<file path="config.mk">
export PLATFORM = sky130hd
export DESIGN_NAME = pc_unit
export DESIGN_NICKNAME = d
export VERILOG_FILES = /design/src/rtl/pc_unit.sv
export SDC_FILE = /design/constraint.sdc
export NUM_CORES = 1
export LEC_CHECK = 0
export ABC_AREA = 1
export CAP_MARGIN = 20
export CORE_MARGIN = 5
export CORE_UTILIZATION = 35
export CTS_BUF_LIST = sky130_fd_sc_hd__clkbuf_16
export DETAILED_ROUTE_END_ITERATION = 12
export MAX_ROUTING_LAYER = met4
export PLACE_DENSITY = 0.77
export SYNTH_ARGS = -nofsm -noshare
export SYNTH_HDL_FRONTEND = slang
export SYNTH_SLANG_ARGS = --single-unit
</file>
<file path="constraint.sdc">
create_clock -name clk -period 9.8 [get_ports clk]
set_input_delay 2.45 -clock clk [delete_from_list [all_inputs] [get_ports clk]]
set_output_delay 2.45 -clock clk [all_outputs]
set_load 0.05 [all_outputs]
</file>
<file path="src/rtl/pc_unit.sv">
`default_nettype none
// +----------------------------------------------------------------------------+
// | Module      : pc_unit                                                      |
// | Description : Fetch-stage PC register and next-PC select (reset, stall,    |
// |               exception, eret) with an optional return-address stack that  |
// |               checks jr targets. RAS is built only when PC_RAS_EN is        |
// |               defined.                                                     |
// | Revision    : 1.0 - initial release                                        |
// +----------------------------------------------------------------------------+
module pc_unit #(
  parameter logic [31:0] RESET_PC  = 32'h0000_3000,
  parameter logic [31:0] EXC_VEC   = 32'h0000_4180,
  parameter int          RAS_DEPTH = 4
) (
  input  logic        clk,
  input  logic        reset,
  input  logic        stall,
  input  logic [3:0]  pc_op,
  input  logic [31:0] br_pc4,
  input  logic [25:0] instr_index,
  input  logic [31:0] imm,
  input  logic [31:0] rs,
  input  logic [31:0] epc,
  input  logic        ras_push,
  input  logic        ras_pop,
  output logic [31:0] pc,
  output logic [31:0] pc4,
  output logic [31:0] next_pc,
  output logic        adel,
  output logic        ras_hit,
  output logic        ras_miss
);

  localparam logic [3:0] c_OP_SEQ   = 4'd0;
  localparam logic [3:0] c_OP_BR_T  = 4'd1;
  localparam logic [3:0] c_OP_BR_NT = 4'd2;
  localparam logic [3:0] c_OP_J     = 4'd3;
  localparam logic [3:0] c_OP_JR    = 4'd4;
  localparam logic [3:0] c_OP_EXC   = 4'd5;
  localparam logic [3:0] c_OP_ERET  = 4'd6;

  logic [31:0] r_pc;
  logic [31:0] w_pc4;
  logic [31:0] w_next_pc;
  logic        w_force;
  logic        w_advance;
  logic        w_unused_imm;

  assign w_pc4        = r_pc + 32'd4;
  assign w_force      = (pc_op == c_OP_EXC) || (pc_op == c_OP_ERET);
  assign w_advance    = !stall || w_force;
  assign w_unused_imm = &{1'b0, imm[31:30]};

  always_comb begin
    w_next_pc = w_pc4;
    case (pc_op)
      c_OP_SEQ:   w_next_pc = w_pc4;
      c_OP_BR_T:  w_next_pc = br_pc4 + {imm[29:0], 2'b00};
      c_OP_BR_NT: w_next_pc = br_pc4 + 32'd4;
      c_OP_J:     w_next_pc = {br_pc4[31:28], instr_index, 2'b00};
      c_OP_JR:    w_next_pc = rs;
      c_OP_EXC:   w_next_pc = EXC_VEC;
      c_OP_ERET:  w_next_pc = epc;
      default:    w_next_pc = w_pc4;
    endcase
  end

  always_ff @(posedge clk or posedge reset) begin
    if (reset) begin
      r_pc <= RESET_PC;
    end else if (w_advance) begin
      r_pc <= w_next_pc;
    end
  end

  assign pc      = r_pc;
  assign pc4     = w_pc4;
  assign next_pc = w_next_pc;
  assign adel    = (r_pc[1:0] != 2'b00);

`ifdef PC_RAS_EN
  localparam int                c_PTR_W = (RAS_DEPTH > 2) ? $clog2(RAS_DEPTH) : 1;
  localparam logic [c_PTR_W:0]  c_FULL  = (c_PTR_W + 1)'(RAS_DEPTH);

  logic [31:0]        r_ras_mem [RAS_DEPTH];
  logic [c_PTR_W-1:0] r_ptr;
  logic [c_PTR_W:0]   r_cnt;
  logic               r_ras_hit;
  logic               r_ras_miss;
  logic [c_PTR_W-1:0] w_top_idx;
  logic [c_PTR_W-1:0] w_wr_idx;
  logic               w_empty;
  logic               w_push;
  logic               w_pop;
  logic               w_replace;
  logic               w_check;
  logic               w_match;

  // r_ptr is the next free slot; the top entry sits one below it.
  assign w_top_idx = r_ptr - c_PTR_W'(1);
  assign w_empty   = (r_cnt == '0);
  assign w_push    = w_advance && ras_push;
  assign w_pop     = w_advance && ras_pop;
  assign w_replace = w_push && w_pop && !w_empty;
  assign w_wr_idx  = w_replace ? w_top_idx : r_ptr;
  assign w_check   = w_pop && (pc_op == c_OP_JR);
  assign w_match   = !w_empty && (r_ras_mem[w_top_idx] == rs);

  always_ff @(posedge clk) begin
    if (w_push) begin
      r_ras_mem[w_wr_idx] <= br_pc4 + 32'd4;
    end
  end

  always_ff @(posedge clk or posedge reset) begin
    if (reset) begin
      r_ptr      <= '0;
      r_cnt      <= '0;
      r_ras_hit  <= 1'b0;
      r_ras_miss <= 1'b0;
    end else begin
      r_ras_hit  <= w_check && w_match;
      r_ras_miss <= w_check && !w_match;
      if (w_push && !w_replace) begin
        r_ptr <= r_ptr + c_PTR_W'(1);
        if (r_cnt != c_FULL) begin
          r_cnt <= r_cnt + (c_PTR_W + 1)'(1);
        end
      end else if (w_pop && !w_push && !w_empty) begin
        r_ptr <= w_top_idx;
        r_cnt <= r_cnt - (c_PTR_W + 1)'(1);
      end
    end
  end

  assign ras_hit  = r_ras_hit;
  assign ras_miss = r_ras_miss;
`else
  logic w_unused_ras;

  assign w_unused_ras = &{1'b0, ras_push, ras_pop};
  assign ras_hit      = 1'b0;
  assign ras_miss     = 1'b0;
`endif

endmodule
`default_nettype wire

</file>
==> run metrics, run 1 <==
post_cts resized 0; Most common cell on crit path nand2_1; Nets 1,432; setup_tns 0 ns; fin crit period 8.65 ns; Max Cap Viol 0; Synth Area per Inst 5.49 sq um; logic gate share of total power 0.704; Boundary Pins 262; Worst Hold Class register to register; CTS Buf Count 5; Yosys warning count 0; first-pass GRT wire length 36,900 um; pwr dens 156 nW/um^2; Crit Path Category primary input to output port; Mapped Cells 994; Setup WS pre-CTS 1.18 ns; number of synthesized flops with an enable pin 0; CTS Hold Bufs 0; Fin. Hold Viols 0; root buffer cell clkbuf_16; #FFs+latches synth 32; fraction of registers with async set/reset 1.00; crit path max-delay cell type clkdlybuf4s50_1; cell-internal power 0.591 mW; GRT overflow 0; routed wire length 24,100 um; max_slew headroom 0.483; CP cell instances clkdlybuf4s50_1 -> inv_1 -> nor2_1 -> nand2_1 -> clkinv_1 -> or2_2 -> ha_1 -> inv_1 -> fa_1 -> inv_1 -> nand3_1 -> nand3_1 -> nand2_1 -> nand2_1 -> nand2_1 -> nand2_1 -> nor2_1 -> o211ai_1 -> clkdlybuf4s50_1; sequential share of the synthesized area 0.147; clock power share 0.136; ant diodes 0; DRC Markers 0; P&R area growth vs syn 53.9%; post-route antenna net violation count 0; Slew @ Worst Pin 0.766 ns; DR WL met3 2120 um; Buf/Inv on CP 6; GRT Total Usage 0.264; Mapped Area 5450 sq um; Crit path largest cell delay 0.88 ns; Sw Pwr 0.720 mW; Synth cell types 39; most common flop cell mapped by yosys dfrtp_1; final setup fails 0; DP HPWL 20,300 um; Die Ht 135 um; CP Data Required Time 7.35 ns; DR vias/cell 4.99; critical path endpoint category output port; die area 18,200 sq um; Cell Count, Final, Fillers Out 1,450; Core ar. 15,300 sq um; WL/cell 16.6 um; Crit Path Max Fanout 6; num rows 45; first drt pass iteration count 6; clk buf depth 2; Worst-Skew Late Latency 0.28 ns; VDD IR max 0.182 mV; fmax 116 MHz; routed length on met1 10000 um; Via Count 7,242; ratio of cells with drive above 1 in the final layout 0.0331; initial antenna violation count 0; Top Metal Used met4; Critical Path Source Type primary input; max reg flops 32; Lkg Pwr 4.19 nW; die width 135 um; DR iter-0 viols 482; Reg power frac 0.160; # fillers 1,560; Slew Limit Fails 0; RSZ-0062 raised after global routing false; Worst-path clk slew 0.06 ns; Setup Buffers After CTS 0; routability cong. 1.01; status finished clean; TritonCTS clock tree done; largest net degree at the start of global routing 48; setup slack after layout 1.15 ns; clk_skew 0.00437 ns; Initial Util 0.357; Inst Count DP 1,440; Tcrit/Tclk final 0.882; vias in the first global route 7,107; delay-heaviest family, CP buffers and inverters; CTS H-tree depth 2; Clock Sinks 32; PortBufs 255; crit path DAT 6.20 ns; Sw Ratio 0.549; WL met2 11,400 um
## metrics by stage
| step | utilization | total power, mW | hold slack (ns) | area, sq um |
|---|---|---|---|---|
| after floorplan | - | 0.784 | 0.603 | 5460 |
| after global placement | 0.537 | 1.13 | 0.495 | 8190 |
| after detailed placement | 0.537 | 1.13 | 0.500 | 8190 |
| after CTS | 0.547 | 1.31 | 0.512 | 8350 |
| after global routing | 0.550 | 1.38 | 0.529 | 8390 |
| final | 0.550 | 1.31 | 0.509 | 8390 |
## synth_stat cells (2+ instances only)
| library cell | count | area [sq um] |
|---|---|---|
| nand2_1 | 371 | 1390 |
| inv_1 | 155 | 582 |
| nor2_1 | 96 | 360 |
| nand3_1 | 79 | 395 |
| a21oi_1 | 48 | 240 |
| dfrtp_1 | 30 | 751 |
| ha_1 | 30 | 375 |
| a22o_1 | 28 | 245 |
| o21ai_0 | 22 | 110 |
| xor2_1 | 20 | 175 |
| buf_2 | 15 | 75.1 |
| nand4_1 | 13 | 81.3 |
| clkbuf_1 | 8 | 30.0 |
| nand3b_1 | 8 | 60.1 |
| nor3_1 | 8 | 40.0 |
| a21boi_0 | 6 | 45.0 |
| and2_1 | 6 | 37.5 |
| o21bai_1 | 5 | 37.5 |
| or2_2 | 5 | 31.3 |
| buf_4 | 4 | 30.0 |
| inv_2 | 4 | 15.0 |
| nor3_2 | 4 | 40.0 |
| nor2_2 | 3 | 18.8 |
| nor3_4 | 3 | 48.8 |
| a221oi_1 | 2 | 17.5 |
| clkinv_1 | 2 | 7.51 |
| dfstp_2 | 2 | 52.6 |
| nand3_2 | 2 | 20.0 |
| nor3b_1 | 2 | 15.0 |
| o211ai_1 | 2 | 15.0 |
| o311ai_0 | 2 | 17.5 |
| xnor2_2 | 2 | 32.5 |
## routing by layer
layer,GRT usage,up-vias
li1,-,3638
met1,0.314,3231
met2,0.457,338
met3,0.0514,35
met4,0.0684,0
met5,-,-
## power groups by stage
stage                     Sequential (mW)  Combinational (mW)  Clock (mW)
after floorplan                     0.304               0.480           0
after global placement              0.209               0.918           0
after detailed placement            0.210               0.919           0
after CTS                           0.208               0.924       0.180
after global routing                0.214               0.977       0.184
final                               0.209               0.923       0.178
## cell type report
type,count,area (sq um),share of cell area
repair buffers,263,2640,0.315
flip-flops and latches,32,803,0.0957
multi-input cells,775,3920,0.467
well taps,211,264,0.0315
inverters,161,604,0.0720
clock buffers,5,125,0.0149
clock inverters,3,37.5,0.00447
## worst paths after layout
path                               start          end  slack, ns  depth (start not counted)
worst max-delay path            pc_op[1]  next_pc[18]       1.15                         19
worst min-delay path              pc[13]       pc[13]       0.51                          2
worst max register to register    pc[12]       pc[27]       7.68                         11
worst min register to register    pc[13]       pc[13]       0.51                          2
max in group asynchronous          reset       pc[13]       6.87                          3
min in group asynchronous          reset       pc[16]       2.58                          3
## cells in the final DEF (no fill, tap or decap), types with 6 or more instances in the layout
master / netlist / layout
clkdlybuf4s50_1: 0 / 255
dfrtp_1: 30 / 30
nor3_1: 8 / 8
nor2_1: 96 / 95
nand4_1: 13 / 13
ha_1: 30 / 30
nand3b_1: 8 / 8
nand3_1: 79 / 79
buf_4: 4 / 6
and2_1: 6 / 6
o21ai_0: 22 / 22
a21boi_0: 6 / 6
xor2_1: 20 / 20
a21oi_1: 48 / 48
a22o_1: 28 / 28
inv_1: 155 / 155
nand2_1: 371 / 371
## cell families after synthesis
group / Yosys count / share of synthesized area
other cells: 1 / 0.000688
buf+inv: 188 / 0.136
simple gates: 601 / 0.467
compound gates: 118 / 0.137
flops: 32 / 0.147
xor+xnor: 23 / 0.0397
fa+ha+maj: 31 / 0.0725
## worst register-to-register path, stage by stage, from the launching register on
cell and delay, ns:
dfstp_2 0.58, nand2_1 0.08, nor2_1 0.19, nand2_1 0.16, nor3b_1 0.32, nand2_1 0.10, nand2_1 0.07, nand2_1 0.10
nand2_1 0.10, nand3_1 0.17, nand2_1 0.10, nand2_1 0.05
No activity file was read; power rests on OpenSTA's default activity.
==> run 2, diff against run 1 <==
--- a/config.mk
+++ b/config.mk
@@ -7,12 +7,12 @@
 export LEC_CHECK = 0
 export ABC_AREA = 1
 export CAP_MARGIN = 20
-export CORE_MARGIN = 5
+export CORE_MARGIN = 2
 export CORE_UTILIZATION = 35
 export CTS_BUF_LIST = sky130_fd_sc_hd__clkbuf_16
 export DETAILED_ROUTE_END_ITERATION = 12
 export MAX_ROUTING_LAYER = met4
-export PLACE_DENSITY = 0.77
+export PLACE_DENSITY = 0.82
 export SYNTH_ARGS = -nofsm -noshare
 export SYNTH_HDL_FRONTEND = slang
 export SYNTH_SLANG_ARGS = --single-unit
==> run metrics, run 2 (synthesis results as in run 1) <==
status finished clean; Die Ht 129 um (-4.5%); met1 usage 0.341 (+0.0269); Finished Core Util 0.548 (-0.00183); WL/cell 16.4 um (-1.2%); most frequent cells in the layout 371 x nand2_1, 255 x clkdlybuf4s50_1, 157 x inv_1, 95 x nor2_1, 79 x nand3_1; crit path max-delay cell type clkdlybuf4s50_1; Clock Sinks 32 (unchanged); Crit path largest cell delay 0.82 ns (-0.06 ns); layer with the highest usage met2; Fin. Hold Viols 0 (unchanged); Worst R2R Start pc[13]; post-route antenna net violation count 0 (unchanged); Cell Count, Final, Fillers Out 1,428 (-1.5%); DR iter-0 viols 465 (-3.5%); DRC Markers 0 (unchanged); die width 129 um (-4.5%); CTS H-tree depth 2 (unchanged); CTS Hold Bufs 0 (unchanged); TritonCTS clock tree done; Boundary Pins 262 (unchanged); max reg flops 32 (unchanged); Core ar. 15,200 sq um (-0.37%); VDD IR max 0.170 mV (-6.7%); met3 Track Usage GR 0.0528 (+0.00139); CP Data Required Time 7.35 ns (about the same); Initial Util 0.359 (+0.00132); GRT Total Usage 0.287 (+0.0229); die area 16,600 sq um (-8.7%); first-pass GRT wire length 35,500 um (-3.7%); Worst Hold Class register to register; fin crit period 8.61 ns (-0.0345 ns); most common cell after layout, fill and taps aside nand2_1; crit path from pc_op[1]; Post-DP Area 8170 sq um (-0.26%); Tcrit/Tclk final 0.879 (-0.00352); Lkg Pwr 4.19 nW (about the same); Max Cap Viol 0 (unchanged); Nets 1,432 (unchanged); first drt pass iteration count 5 (-1); CTS Buf Count 5 (unchanged); routed wire length 23,400 um (-2.7%); routability cong. 0.967 (-4.7%); fmax 116 MHz (+0.40%); final setup fails 0 (unchanged); Critical Path Source Type primary input; Hold Crit Start pc[13]; Via Count 7,229 (-0.18%); clk_skew 0.0105 ns (+0.00616 ns); GRT overflow 0 (unchanged); post_cts resized 0 (unchanged); Crit Path Category primary input to output port; RSZ-0062 raised after global routing false; PortBufs 255 (unchanged); critical path endpoint category output port; Inst Count DP 1,418 (-1.5%); root buffer cell clkbuf_16; Slew Limit Fails 0 (unchanged); design area 8330 sq um (-0.70%); pwr dens 154 nW/um^2 (-1.5%); Setup Buffers After CTS 0 (unchanged); ratio of cells with drive above 1 in the final layout 0.0331 (unchanged); initial antenna violation count 1 (+1); DR vias/cell 5.06 (+1.4%); clk buf depth 2 (unchanged); max_slew headroom 0.342 (-0.141); num rows 45 (unchanged); Crit Path Max Fanout 27 (+21); Worst-path clk slew 0.05 ns (about the same); met2 Track Usage GR 0.473 (+0.0167); P&R area growth vs syn 52.8%; CP cell instances clkdlybuf4s50_1 -> inv_1 -> nor2_1 -> nand2_1 -> clkinv_1 -> buf_4 -> nor2_1 -> ha_1 -> nand2_1 -> inv_1 -> a21oi_1 -> nand3_1 -> nand3_1 -> nand2_1 -> nand2_1 -> nand3_1 -> nand3_1 -> clkdlybuf4s50_1; crit path DAT 6.16 ns (-0.04 ns); Slew @ Worst Pin 0.986 ns (+0.220 ns); DP HPWL 19,600 um (-3.4%); largest net degree at the start of global routing 47 (-2.1%); setup_tns 0 ns (unchanged); vias in the first global route 6,941 (-2.3%); Worst-Skew Late Latency 0.29 ns (about the same)
[run 2: area by class of cell]
type / instances / area [sq um]
inverter: 161 / 604
fill: 1589 / 6870
antenna: 1 / 2.50
multi-input combinational: 775 / 3920
timing repair buffer: 263 / 2630
sequential: 32 / 803
clock buffer: 5 / 125
clock inverter: 3 / 12.5
tap: 188 / 235
[run 2: metal layers]
metal  wire length [um]  vias up
met1               9790     3237
met4               1040        0
met3               1820       59
met2              10800      301
met5                  0        -
li1                   -     3632
[run 2: worst max-delay path: cells and delay by family]
| kind | cells | cell delay, ns |
|---|---|---|
| AO/OA/AOI/OAI | 1 | 0.23 |
| adder cells (fa/ha/maj) | 1 | 0.35 |
| buffers and inverters | 6 | 1.81 |
| AND/OR/NAND/NOR | 10 | 1.29 |
[run 2: worst paths after layout]
check / depth (start not counted) / slack (ns) / end
max in group asynchronous: 3 / 6.89 / pc[13]
worst max-delay path: 18 / 1.19 / next_pc[21]
worst min register to register: 2 / 0.51 / pc[13]
worst max register to register: 11 / 7.67 / pc[27]
min in group asynchronous: 3 / 2.56 / pc[3]
worst min-delay path: 2 / 0.51 / pc[13]
[run 2: where the power goes]
part	internal (mW)	switching [mW]
Sequential	0.163	0.0452
Clock	0.0919	0.0623
Combinational	0.310	0.610
[run 2: metrics by stage]
step           hold WS (ns)  total power, mW  worst slack [ns]
3_3_place_gp          0.490             1.12              1.25
2_1_floorplan         0.603            0.784              1.63
3_5_place_dp          0.502             1.12              1.22
5_1_grt               0.530             1.35             0.876
6_report              0.510             1.28              1.19
4_1_cts               0.511             1.28              1.21
==> run 3, diff against run 2 <==
--- a/config.mk
+++ b/config.mk
@@ -7,12 +7,13 @@
 export LEC_CHECK = 0
 export ABC_AREA = 1
 export CAP_MARGIN = 20
+export CORE_ASPECT_RATIO = 0.9
 export CORE_MARGIN = 2
-export CORE_UTILIZATION = 35
+export CORE_UTILIZATION = 45
 export CTS_BUF_LIST = sky130_fd_sc_hd__clkbuf_16
 export DETAILED_ROUTE_END_ITERATION = 12
 export MAX_ROUTING_LAYER = met4
-export PLACE_DENSITY = 0.82
+export PLACE_DENSITY = 0.95
 export SYNTH_ARGS = -nofsm -noshare
 export SYNTH_HDL_FRONTEND = slang
 export SYNTH_SLANG_ARGS = --single-unit
==> constraint.sdc (replaced) <==
create_clock -name clk -period 9.8 [get_ports clk]
set_input_delay 2.45 -clock clk [delete_from_list [all_inputs] [get_ports clk]]
set_output_delay 2.45 -clock clk [all_outputs]
set_load 0.02 [all_outputs]
==> run metrics, run 3 (synthesis results as in run 1) <==
final hold slack 0.525 ns (+0.0149 ns); Boundary Pins 262 (unchanged); WL/cell 17.3 um (+5.8%); fin crit period 8.57 ns (-0.0358 ns); Worst-path clk slew 0.05 ns (about the same); Slew Limit Fails 0 (unchanged); DP HPWL 20,100 um (+2.7%); routed wire length 24,300 um (+3.7%); Crit Path Max Fanout 23 (-15%); DR vias/cell 5.30 (+4.6%); PortBufs 255 (unchanged); CP cell instances clkdlybuf4s50_1 -> inv_1 -> nor2_1 -> nand2_1 -> clkinv_1 -> buf_4 -> nor2_1 -> ha_1 -> nand2_1 -> nor2_1 -> inv_1 -> o21bai_1 -> nand2_1 -> nand4_1 -> nand3_1 -> nand3_1 -> clkdlybuf4s50_1; cell-internal power 0.566 mW (about the same); clk buf depth 2 (unchanged); vias in the first global route 7,067 (+1.8%); final setup fails 0 (unchanged); routability cong. 1.02 (+5.1%); Critical Path Source Type primary input; root buffer cell clkbuf_16; Crit path largest cell delay 0.63 ns (-0.19 ns); GRT overflow 0 (unchanged); fmax 117 MHz (+0.42%); die width 120 um (-6.8%); CTS H-tree depth 2 (unchanged); Core ar. 11,900 sq um (-21%); Crit Path Category primary input to output port; first-pass GRT wire length 36,500 um (+2.8%); Worst Hold Class register to register; Sw Ratio 0.472 (-0.0873); Setup Buffers After CTS 0 (unchanged); CTS Buf Count 5 (unchanged); max reg flops 32 (unchanged); critical path endpoint category output port; logic gate share of total power 0.662 (-0.055); Nets 1,432 (unchanged); max_slew headroom 0.330 (-0.0127); Sw Pwr 0.505 mW (-30%); ratio of cells with drive above 1 in the final layout 0.0331 (unchanged); CP Data Required Time 7.35 ns (about the same); Slew @ Worst Pin 0.993 ns (+0.00750 ns); DR iter-0 viols 573 (+23%); initial antenna violation count 1 (unchanged); CTS Hold Bufs 0 (unchanged); Max Cap Viol 0 (unchanged); largest net degree at the start of global routing 47 (unchanged); Tcrit/Tclk final 0.875 (-0.00366); VDD IR max 0.158 mV (-7.2%); Via Count 7,413 (+2.5%); num rows 38 (-16%); crit path DAT 6.12 ns (-0.04 ns); Reg power frac 0.196 (+0.033); RSZ-0062 raised after global routing false; most frequent cells in the layout 371 x nand2_1, 255 x clkdlybuf4s50_1, 157 x inv_1, 95 x nor2_1, 79 x nand3_1; Fin. Hold Viols 0 (unchanged); status finished clean; pwr dens 129 nW/um^2 (-16%); Initial Util 0.457 (+0.0982); crit path max-delay cell type clkdlybuf4s50_1; DRC Markers 0 (unchanged); post-route antenna net violation count 0 (unchanged); post_cts resized 0 (unchanged); most common cell after layout, fill and taps aside nand2_1; Die Ht 108 um (-16%); Worst-Skew Late Latency 0.29 ns (about the same); P&R area growth vs syn 51.8%; Lkg Pwr 4.18 nW (-0.20%); die area 13,000 sq um (-22%); TritonCTS clock tree done; first drt pass iteration count 6 (+1); clk_skew 0.00884 ns (-0.00169 ns); # fillers 1,104 (-31%); setup_tns 0 ns (unchanged); GRT Total Usage 0.378 (+0.0910); clock power share 0.142 (+0.022); Clock Sinks 32 (unchanged)
-- run 3: changes by cell type in the layout (fill, tap and decap cells not counted) --
cell | before | now
buf_4 | 7 | 8
buf_16 | 1 | 0
-- run 3: critical path, delay by kind of cell --
kind	cells	cell delay, ns
buffers and inverters	6	1.74
adders and majority gates	1	0.38
AOI/OAI and AO/OA	1	0.22
and+or+nand+nor	9	1.31
-- run 3: power groups by stage --
stage	Combinational (mW)	Clock, mW	Sequential (mW)
finish	0.709	0.152	0.210
global route	0.756	0.162	0.215
CTS	0.704	0.151	0.208
detailed placement	0.699	0	0.210
global placement	0.693	0	0.210
floorplan	0.329	0	0.236
-- run 3: metal layers --
layer / part of all wire / GRT usage
met3: 0.089 / 0.0770
met1: 0.41 / 0.454
met2: 0.45 / 0.597
met4: 0.060 / 0.203
met5: 0 / -
-- run 3: final timing paths --
kind                       cells after the start           to  startpoint  slack (ns)
setup / recovery                              17  next_pc[25]    pc_op[1]        1.23
hold / removal                                 2       pc[13]      pc[13]        0.52
setup reg to reg                               8        pc[8]       pc[2]        7.57
hold reg to reg                                2       pc[13]      pc[13]        0.52
max in group asynchronous                      3       pc[12]       reset        6.89
min in group asynchronous                      3        pc[7]       reset        2.57
-- run 3: through the flow --
step / instance area (sq um) / total power [mW] / setup slack (ns) / std cells / util
2_1_floorplan: 5460 / 0.565 / 2.62 / 995 / -
3_3_place_gp: 8140 / 0.903 / 1.27 / 1391 / 0.682
3_5_place_dp: 8140 / 0.909 / 1.26 / 1391 / 0.682
4_1_cts: 8280 / 1.06 / 1.26 / 1399 / 0.693
5_1_grt: 8280 / 1.13 / 0.981 / 1400 / 0.694
6_report: 8280 / 1.07 / 1.23 / 1400 / 0.694
-- run 3: cell type report --
type,instances,area (sq um),area share
flip-flops and latches,32,803,0.0970
repair buffers,263,2610,0.316
clock inverters,3,12.5,0.00151
well taps,160,200,0.0242
diodes,1,2.50,0.000302
inverters,161,604,0.0730
multi-input cells,775,3920,0.473
clock buffers,5,125,0.0151
